File: config.mk
export PLATFORM = sky130hd
export DESIGN_NAME = mbist_march_engine
export DESIGN_NICKNAME = d
export VERILOG_FILES = /design/src/rtl/mbist_pkg.sv /design/src/rtl/mbist_addr_gen.sv /design/src/rtl/mbist_march_engine.sv
export SDC_FILE = /design/constraint.sdc
export NUM_CORES = 1
export LEC_CHECK = 0
export BUFFER_PORTS_ARGS = -buffer_cell sky130_fd_sc_hd__buf_2
export CAP_MARGIN = 15
export CORE_MARGIN = 2
export CORE_UTILIZATION = 57
export DETAILED_ROUTE_END_ITERATION = 10
export GPL_TIMING_DRIVEN = 0
export HOLD_SLACK_MARGIN = 0.06
export MAX_ROUTING_LAYER = met4
export PLACE_DENSITY = 0.81
export SYNTH_ARGS = -nofsm -noshare
export SYNTH_HDL_FRONTEND = slang
export SYNTH_SLANG_ARGS = --single-unit
File: constraint.sdc
create_clock -name clk -period 3.4 [get_ports clk]
set_clock_uncertainty 0.05 [all_clocks]
set_input_delay 0.68 -clock clk [delete_from_list [all_inputs] [get_ports clk]]
set_output_delay 0.68 -clock clk [all_outputs]
set_load 0.05 [all_outputs]
File: src/rtl/mbist_pkg.sv
// mbist_pkg: shared types and March element tables
// for the memory BIST engine.
package mbist_pkg;

    typedef enum logic [1:0] {W0, W1, R0, R1} op_t;
    typedef enum logic {UP, DOWN} dir_t;

    localparam logic [1:0] ALG_MATS      = 2'd0;
    localparam logic [1:0] ALG_MARCH_X   = 2'd1;
    localparam logic [1:0] ALG_MARCH_CM  = 2'd2;
    localparam logic [1:0] ALG_WR_TOGGLE = 2'd3;

    typedef struct packed {
        dir_t       dir;
        logic [2:0] nops;
        op_t [0:3]  ops;
    } elem_t;

    function automatic dir_t elem_dir(input logic [1:0] alg,
                                      input logic [2:0] elem);
        dir_t d;
        d = UP;
        case (alg)
            ALG_MATS, ALG_MARCH_X: if (elem == 3'd2) d = DOWN;
            ALG_MARCH_CM: if (elem == 3'd3 || elem == 3'd4) d = DOWN;
            default: d = UP;
        endcase
        return d;
    endfunction

    function automatic elem_t mk(input dir_t d, input logic [2:0] n,
                                 input op_t a, b, c, e);
        elem_t r;
        r.dir    = d;
        r.nops   = n;
        r.ops[0] = a;
        r.ops[1] = b;
        r.ops[2] = c;
        r.ops[3] = e;
        return r;
    endfunction

    function automatic elem_t elem_info(input logic [1:0] alg,
                                        input logic [2:0] elem);
        dir_t  d;
        elem_t r;
        d = elem_dir(alg, elem);
        r = mk(d, 3'd1, W0, W0, W0, W0);
        case (alg)
            ALG_MATS: begin
                case (elem)
                    3'd1: r = mk(d, 3'd2, R0, W1, W0, W0);
                    3'd2: r = mk(d, 3'd2, R1, W0, W0, W0);
                    default: ;
                endcase
            end
            ALG_MARCH_X: begin
                case (elem)
                    3'd1: r = mk(d, 3'd2, R0, W1, W0, W0);
                    3'd2: r = mk(d, 3'd2, R1, W0, W0, W0);
                    3'd3: r = mk(d, 3'd1, R0, W0, W0, W0);
                    default: ;
                endcase
            end
            ALG_MARCH_CM: begin
                case (elem)
                    3'd1: r = mk(d, 3'd2, R0, W1, W0, W0);
                    3'd2: r = mk(d, 3'd2, R1, W0, W0, W0);
                    3'd3: r = mk(d, 3'd2, R0, W1, W0, W0);
                    3'd4: r = mk(d, 3'd2, R1, W0, W0, W0);
                    3'd5: r = mk(d, 3'd1, R0, W0, W0, W0);
                    default: ;
                endcase
            end
            default: r = mk(d, 3'd4, W0, R0, W1, R1);
        endcase
        return r;
    endfunction

    function automatic logic [2:0] elem_count(input logic [1:0] alg);
        logic [2:0] n;
        case (alg)
            ALG_MATS:     n = 3'd3;
            ALG_MARCH_X:  n = 3'd4;
            ALG_MARCH_CM: n = 3'd6;
            default:      n = 3'd1;
        endcase
        return n;
    endfunction

endpackage

File: src/rtl/mbist_addr_gen.sv
// mbist_addr_gen: DEPTH-bounded up/down address counter.
// Direction is latched on load; last flags the terminal address.
module mbist_addr_gen
    import mbist_pkg::*;
#(
    parameter int ADDR_W = 8,
    parameter int DEPTH  = 256
) (
    input  logic              clk,
    input  logic              rst,
    input  logic              load,
    input  logic              dir,
    input  logic              step,
    output logic [ADDR_W-1:0] addr,
    output logic              last
);

    localparam logic [ADDR_W-1:0] TOP = ADDR_W'(DEPTH - 1);

    dir_t cur_dir;

    // Load the start address of a new element or step one word
    always_ff @(posedge clk) begin
        if (rst) begin
            addr    <= '0;
            cur_dir <= UP;
        end else if (load) begin
            cur_dir <= dir_t'(dir);
            addr    <= (dir_t'(dir) == UP) ? '0 : TOP;
        end else if (step) begin
            addr <= (cur_dir == UP) ? addr + 1'b1 : addr - 1'b1;
        end
    end

    assign last = (cur_dir == UP) ? (addr == TOP) : (addr == '0);

endmodule

File: src/rtl/mbist_march_engine.sv
// mbist_march_engine: March BIST sequencer with port mux,
// one-deep read compare pipe and fail log.
module mbist_march_engine
    import mbist_pkg::*;
#(
    parameter int ADDR_W = 8,
    parameter int DATA_W = 4,
    parameter int DEPTH  = 256,
    parameter int CNT_W  = 8
) (
    input  logic              clk,
    input  logic              rst,
    input  logic              start,
    input  logic [1:0]        alg_sel,
    input  logic              bg_sel,
    input  logic [ADDR_W-1:0] func_addr,
    input  logic [DATA_W-1:0] func_wdata,
    input  logic              func_we,
    output logic [ADDR_W-1:0] mem_addr,
    output logic [DATA_W-1:0] mem_wdata,
    output logic              mem_we,
    input  logic [DATA_W-1:0] mem_rdata,
    output logic              busy,
    output logic              done,
    output logic              fail,
    output logic [CNT_W-1:0]  fail_count,
    output logic [ADDR_W-1:0] first_fail_addr,
    output logic [2:0]        first_fail_elem,
    output logic [DATA_W-1:0] first_fail_data
);

    typedef enum logic [1:0] {IDLE, RUN, DRAIN, DONE} state_t;

    localparam logic [CNT_W-1:0] CNT_MAX = {CNT_W{1'b1}};

    state_t            state;
    logic [1:0]        alg;
    logic              bg;
    logic [2:0]        elem;
    logic [1:0]        op_idx;
    elem_t             cur;
    op_t               op;
    logic [ADDR_W-1:0] addr;
    logic              addr_last;
    logic              accept;
    logic              running;
    logic              op_end;
    logic              elem_end;
    logic              alg_end;
    logic              addr_load;
    logic              addr_step;
    dir_t              gen_dir;
    logic [DATA_W-1:0] bgd;
    logic [DATA_W-1:0] data;
    logic              eng_we;
    logic              is_read;
    logic              cmp_valid;
    logic [DATA_W-1:0] cmp_exp;
    logic [ADDR_W-1:0] cmp_addr;
    logic [2:0]        cmp_elem;
    logic              miscmp;

    mbist_addr_gen #(
        .ADDR_W (ADDR_W),
        .DEPTH  (DEPTH)
    ) u_addr (
        .clk  (clk),
        .rst  (rst),
        .load (addr_load),
        .dir  (gen_dir),
        .step (addr_step),
        .addr (addr),
        .last (addr_last)
    );

    // Sequencer decode: current op, end-of-element/algorithm, data
    always_comb begin
        accept    = start && (state == IDLE || state == DONE);
        running   = (state == RUN);
        cur       = elem_info(alg, elem);
        op        = cur.ops[op_idx];
        op_end    = ({1'b0, op_idx} == cur.nops - 3'd1);
        elem_end  = op_end && addr_last;
        alg_end   = elem_end && (elem == elem_count(alg) - 3'd1);
        addr_step = running && op_end && !addr_last;
        addr_load = accept || (running && elem_end && !alg_end);
        gen_dir   = cur.dir;
        if (accept)
            gen_dir = elem_dir(alg_sel, 3'd0);
        else if (elem_end)
            gen_dir = elem_dir(alg, elem + 3'd1);
        for (int i = 0; i < DATA_W; i++)
            bgd[i] = bg & (i[0] ^ addr[0]);
        data    = (op == W1 || op == R1) ? ~bgd : bgd;
        eng_we  = running && (op == W0 || op == W1);
        is_read = running && (op == R0 || op == R1);
        miscmp  = cmp_valid && (mem_rdata != cmp_exp);
    end

    // Memory port mux; writes are blocked while in reset
    always_comb begin
        mem_addr  = busy ? addr : func_addr;
        mem_wdata = busy ? data : func_wdata;
        mem_we    = !rst && (busy ? eng_we : func_we);
    end

    // Control FSM with element and op pointers
    always_ff @(posedge clk) begin
        if (rst) begin
            state  <= IDLE;
            busy   <= 1'b0;
            done   <= 1'b0;
            alg    <= '0;
            bg     <= 1'b0;
            elem   <= '0;
            op_idx <= '0;
        end else begin
            case (state)
                IDLE, DONE: begin
                    if (start) begin
                        state  <= RUN;
                        busy   <= 1'b1;
                        done   <= 1'b0;
                        alg    <= alg_sel;
                        bg     <= bg_sel;
                        elem   <= '0;
                        op_idx <= '0;
                    end
                end
                RUN: begin
                    if (op_end) begin
                        op_idx <= '0;
                        if (alg_end)
                            state <= DRAIN;
                        else if (addr_last)
                            elem <= elem + 3'd1;
                    end else begin
                        op_idx <= op_idx + 2'd1;
                    end
                end
                DRAIN: begin
                    state <= DONE;
                    busy  <= 1'b0;
                    done  <= 1'b1;
                end
                default: state <= IDLE;
            endcase
        end
    end

    // Read compare pipe and saturating fail log
    always_ff @(posedge clk) begin
        if (rst) begin
            cmp_valid       <= 1'b0;
            cmp_exp         <= '0;
            cmp_addr        <= '0;
            cmp_elem        <= '0;
            fail            <= 1'b0;
            fail_count      <= '0;
            first_fail_addr <= '0;
            first_fail_elem <= '0;
            first_fail_data <= '0;
        end else begin
            cmp_valid <= is_read;
            if (is_read) begin
                cmp_exp  <= data;
                cmp_addr <= addr;
                cmp_elem <= elem;
            end
            if (accept) begin
                fail            <= 1'b0;
                fail_count      <= '0;
                first_fail_addr <= '0;
                first_fail_elem <= '0;
                first_fail_data <= '0;
            end else if (miscmp) begin
                fail <= 1'b1;
                if (fail_count != CNT_MAX)
                    fail_count <= fail_count + 1'b1;
                if (fail_count == '0) begin
                    first_fail_addr <= cmp_addr;
                    first_fail_elem <= cmp_elem;
                    first_fail_data <= mem_rdata;
                end
            end
        end
    end

endmodule

==> run metrics <==
DP Wirelength ~6600 um; Total Wirelength 9180 um; total CTS buffers 9; initial antenna violation count 0; # rows 29; Die Wd about 85 um; clock buffer depth 2; antenna cells 0; Worst Hold Class reg2reg; Area Overhead vs Synth 18.1%; crit path kind reg2out; number of global-route vias before repair between 3k and 4k; multi-input logic area between 2000 and 2500 sq um; worst reg-to-reg path cell count 13; Worst-Margin Slew between 600 and 700 ps; die area 7200 sq um; initial core utilization 0.587; Setup-failing EPs final 0; synth unique cells 62; Slew Viols, Final 0; Final Hold Vio Count 0; first-pass detailed-route iteration total 4; Max-slew headroom 0.537; remaining antenna violation count 0; Storage cell area roughly 1200 sq um; P per Cell Area approximately 710 nW/um^2; CTS tree built; chip height 84.9 um; RD Place Congestion 0.891; clock sinks slightly below 60; share of layout cells above drive strength 1 0.255; max-cap violations 0; Min-Delay Path Depth 2; Hold WS 433 ps; syn avg cell area 9.00 sq um; Worst path max stage delay about 490 ps; Fin Setup TNS 0 ps; Core Area between 6000 and 7000 sq um; Initial DRC Count 189; Crit-path slowest cell a2111oi_2; WP buf/inv 3; Worst EP arrival ~2500 ps; leading area contributor after synthesis dfxtp_1; largest net degree at the start of global routing 12; clk_lat worst skew approximately 340 ps; final net count around 530; post-CTS setup buffers 0; routed len/inst 16.2 um; # fillers between 500 and 600; most frequent CP cell buf_4; # hold bufs at CTS 0; Mapped Cells 414; Final period util 0.956; Max IR drop VDD 0.663 mV; Remaining Overflow, GRT 0; critical path, cell by cell buf_4 -> inv_1 -> ha_2 -> o21ba_4 -> o22ai_1 -> a2111oi_2 -> nor3_1 -> nand2_1 -> a21oi_1 -> buf_4; asr flop ratio synth 0; min Tclk post-route between 3000 and 4000 ps; global-route wire length before repair 15300 um; status complete, no violations; yosys warns 0; Ports just over 60; Synth Flop Type dfxtp_1; via count between 3k and 4k; startpoint types register; Top delay family on crit path compound AO/OA/AOI/OAI gates; area share of the largest cell type after synthesis 0.317; post-synthesis sequential area ratio 0.317; DRC viols 0; RSZ-0062 raised after global routing no; CP Capture Type output port; Crit Path Max Fanout 8; final core utilization 0.693; Port-buffer cells between 60 and 70; Mapped Nets approximately 460; Worst EP required 2670 ps; top cells by area, synth dfxtp_1 (32%), mux2i_1 (8.6%), ha_1 (7.7%), nor2_1 (4.5%), a311oi_2 (3.2%); number of cells on the critical path 10; Synth Cell Area roughly 3700 sq um; Yosys reg bits 59; leakage power 1.97 nW; clock transition at the registers of the reported paths around 70 ps; Peak Freq approximately 0.3 GHz; Post-synth EDFFs 0; clock root buffer clkbuf_8; Total Routing Usage GR 0.273; htree depth 3; DR vias/cell 5.92
[cell families (layout without fill, tap and decap cells)]
logic type,Yosys count,after routing,share of synthesized area
fa+ha+maj,24,24,0.0826
compound gates,82,82,0.187
flops,59,59,0.317
xor+xnor,14,14,0.0329
buf+inv,42,119,0.0514
simple gates,151,151,0.213
mux,42,42,0.116
[state kept, by name, indices dropped and copies added, names as in the netlist]
signal and cells:
fail 1, cmp_addr 8, first_fail_addr 8, u_addr.cur_dir 1
first_fail_data 4, alg 2, fail_count 8, cmp_exp 2
busy 1, op_idx 2, done 1, bg 1
elem 3, cmp_valid 1, u_addr.addr 8, state 2
first_fail_elem 3, cmp_elem 3
[area by class of cell]
type	instances	share of cell area
inverters	20	0.0171
clock buffers	10	0.0313
multi-input cells	313	0.536
repair buffers	61	0.0722
well taps	77	0.0219
plain buffers	22	0.0270
flip-flops and latches	59	0.269
clock inverters	6	0.0256
[per-stage QoR]
step                      setup slack, ps  std cells  power [mW]  instance area [sq um]
after global routing                 4.43        568        3.27                   4400
final                                 150        568        3.11                   4400
after CTS                            62.1        568        3.09                   4400
after detailed placement             27.0        552        2.27                   4130
after global placement               71.3        552        2.24                   4130
after floorplan                       143        414        1.97                   3730
[what timing repair did]
item                                   in CTS  in global routing
pin swaps                                   0                  1
setup endpoints to repair                   5                  8
endpoints found under the hold margin       0                  0
gates resized for setup                     8                  2
[where the power goes]
part | total (mW) | switching (mW) | internal (mW)
Combinational | 1.43 | 0.918 | 0.511
Clock | 0.805 | 0.297 | 0.508
Sequential | 0.874 | 0.106 | 0.768
Total | 3.11 | 1.32 | 1.79
[synth_stat cells (3+ instances only)]
| library cell | instances |
|---|---|
| o21bai_1 | 3 |
| clkbuf_1 | 12 |
| inv_1 | 20 |
| a21oi_1 | 21 |
| or3_1 | 9 |
| a311oi_2 | 8 |
| xor2_1 | 4 |
| and3_1 | 4 |
| xnor2_1 | 10 |
| nand2_1 | 26 |
| nand4_1 | 3 |
| nor4_1 | 3 |
| ha_1 | 23 |
| a211oi_1 | 9 |
| buf_2 | 3 |
| dfxtp_1 | 59 |
| nor2b_1 | 5 |
| buf_6 | 3 |
| mux2_2 | 10 |
| o21ai_0 | 13 |
| nand3_1 | 19 |
| nand3b_1 | 3 |
| and2_1 | 5 |
| nor3_1 | 11 |
| o31a_1 | 3 |
| nor2_1 | 45 |
| mux2i_1 | 32 |
| nand2b_1 | 6 |
[layer usage]
layer  part of all wire  global-route usage  vias to the layer above
met5                  0                   -                        -
met4              0.024              0.0996                        0
met3              0.080              0.0632                       28
met2               0.47               0.436                      135
met1               0.43               0.340                     1577
li1                   -                   -                     1625
[placed cells by master, fill, tap and decap left out, types with 3 or more instances in the layout]
cell	count
ha_1	22
xor2_1	4
and3_1	4
and2_1	5
nor4_1	3
nor2b_1	5
inv_1	20
a211oi_1	9
buf_2	58
bufinv_16	3
nor2_1	45
a311oi_2	8
xnor2_1	10
nand4_1	3
mux2i_1	32
dfxtp_1	57
o21ai_0	13
o31a_1	3
nor3_1	11
buf_4	8
mux2_2	10
nand3b_1	3
a21oi_1	20
nand3_1	19
nand2b_1	6
o21bai_1	3
buf_6	3
clkbuf_1	12
nand2_1	26
clkbuf_8	10
or3_1	9
[tightest hold or removal path, delay by kind of cell, from the launching register on]
kind	cells	cell delay, ps
AND/OR/NAND/NOR	1	70
flip-flops	1	330
AO/OA/AOI/OAI	1	50
[path summary, 6_finish.rpt]
| check | start | to | slack, ps |
|---|---|---|---|
| setup / recovery | elem[0] | mem_we | 150 |
| hold / removal | fail | fail | 430 |
| setup reg to reg | elem[0] | state[0] | 200 |
| hold reg to reg | fail | fail | 430 |
No activity file was read; power rests on OpenSTA's default activity.
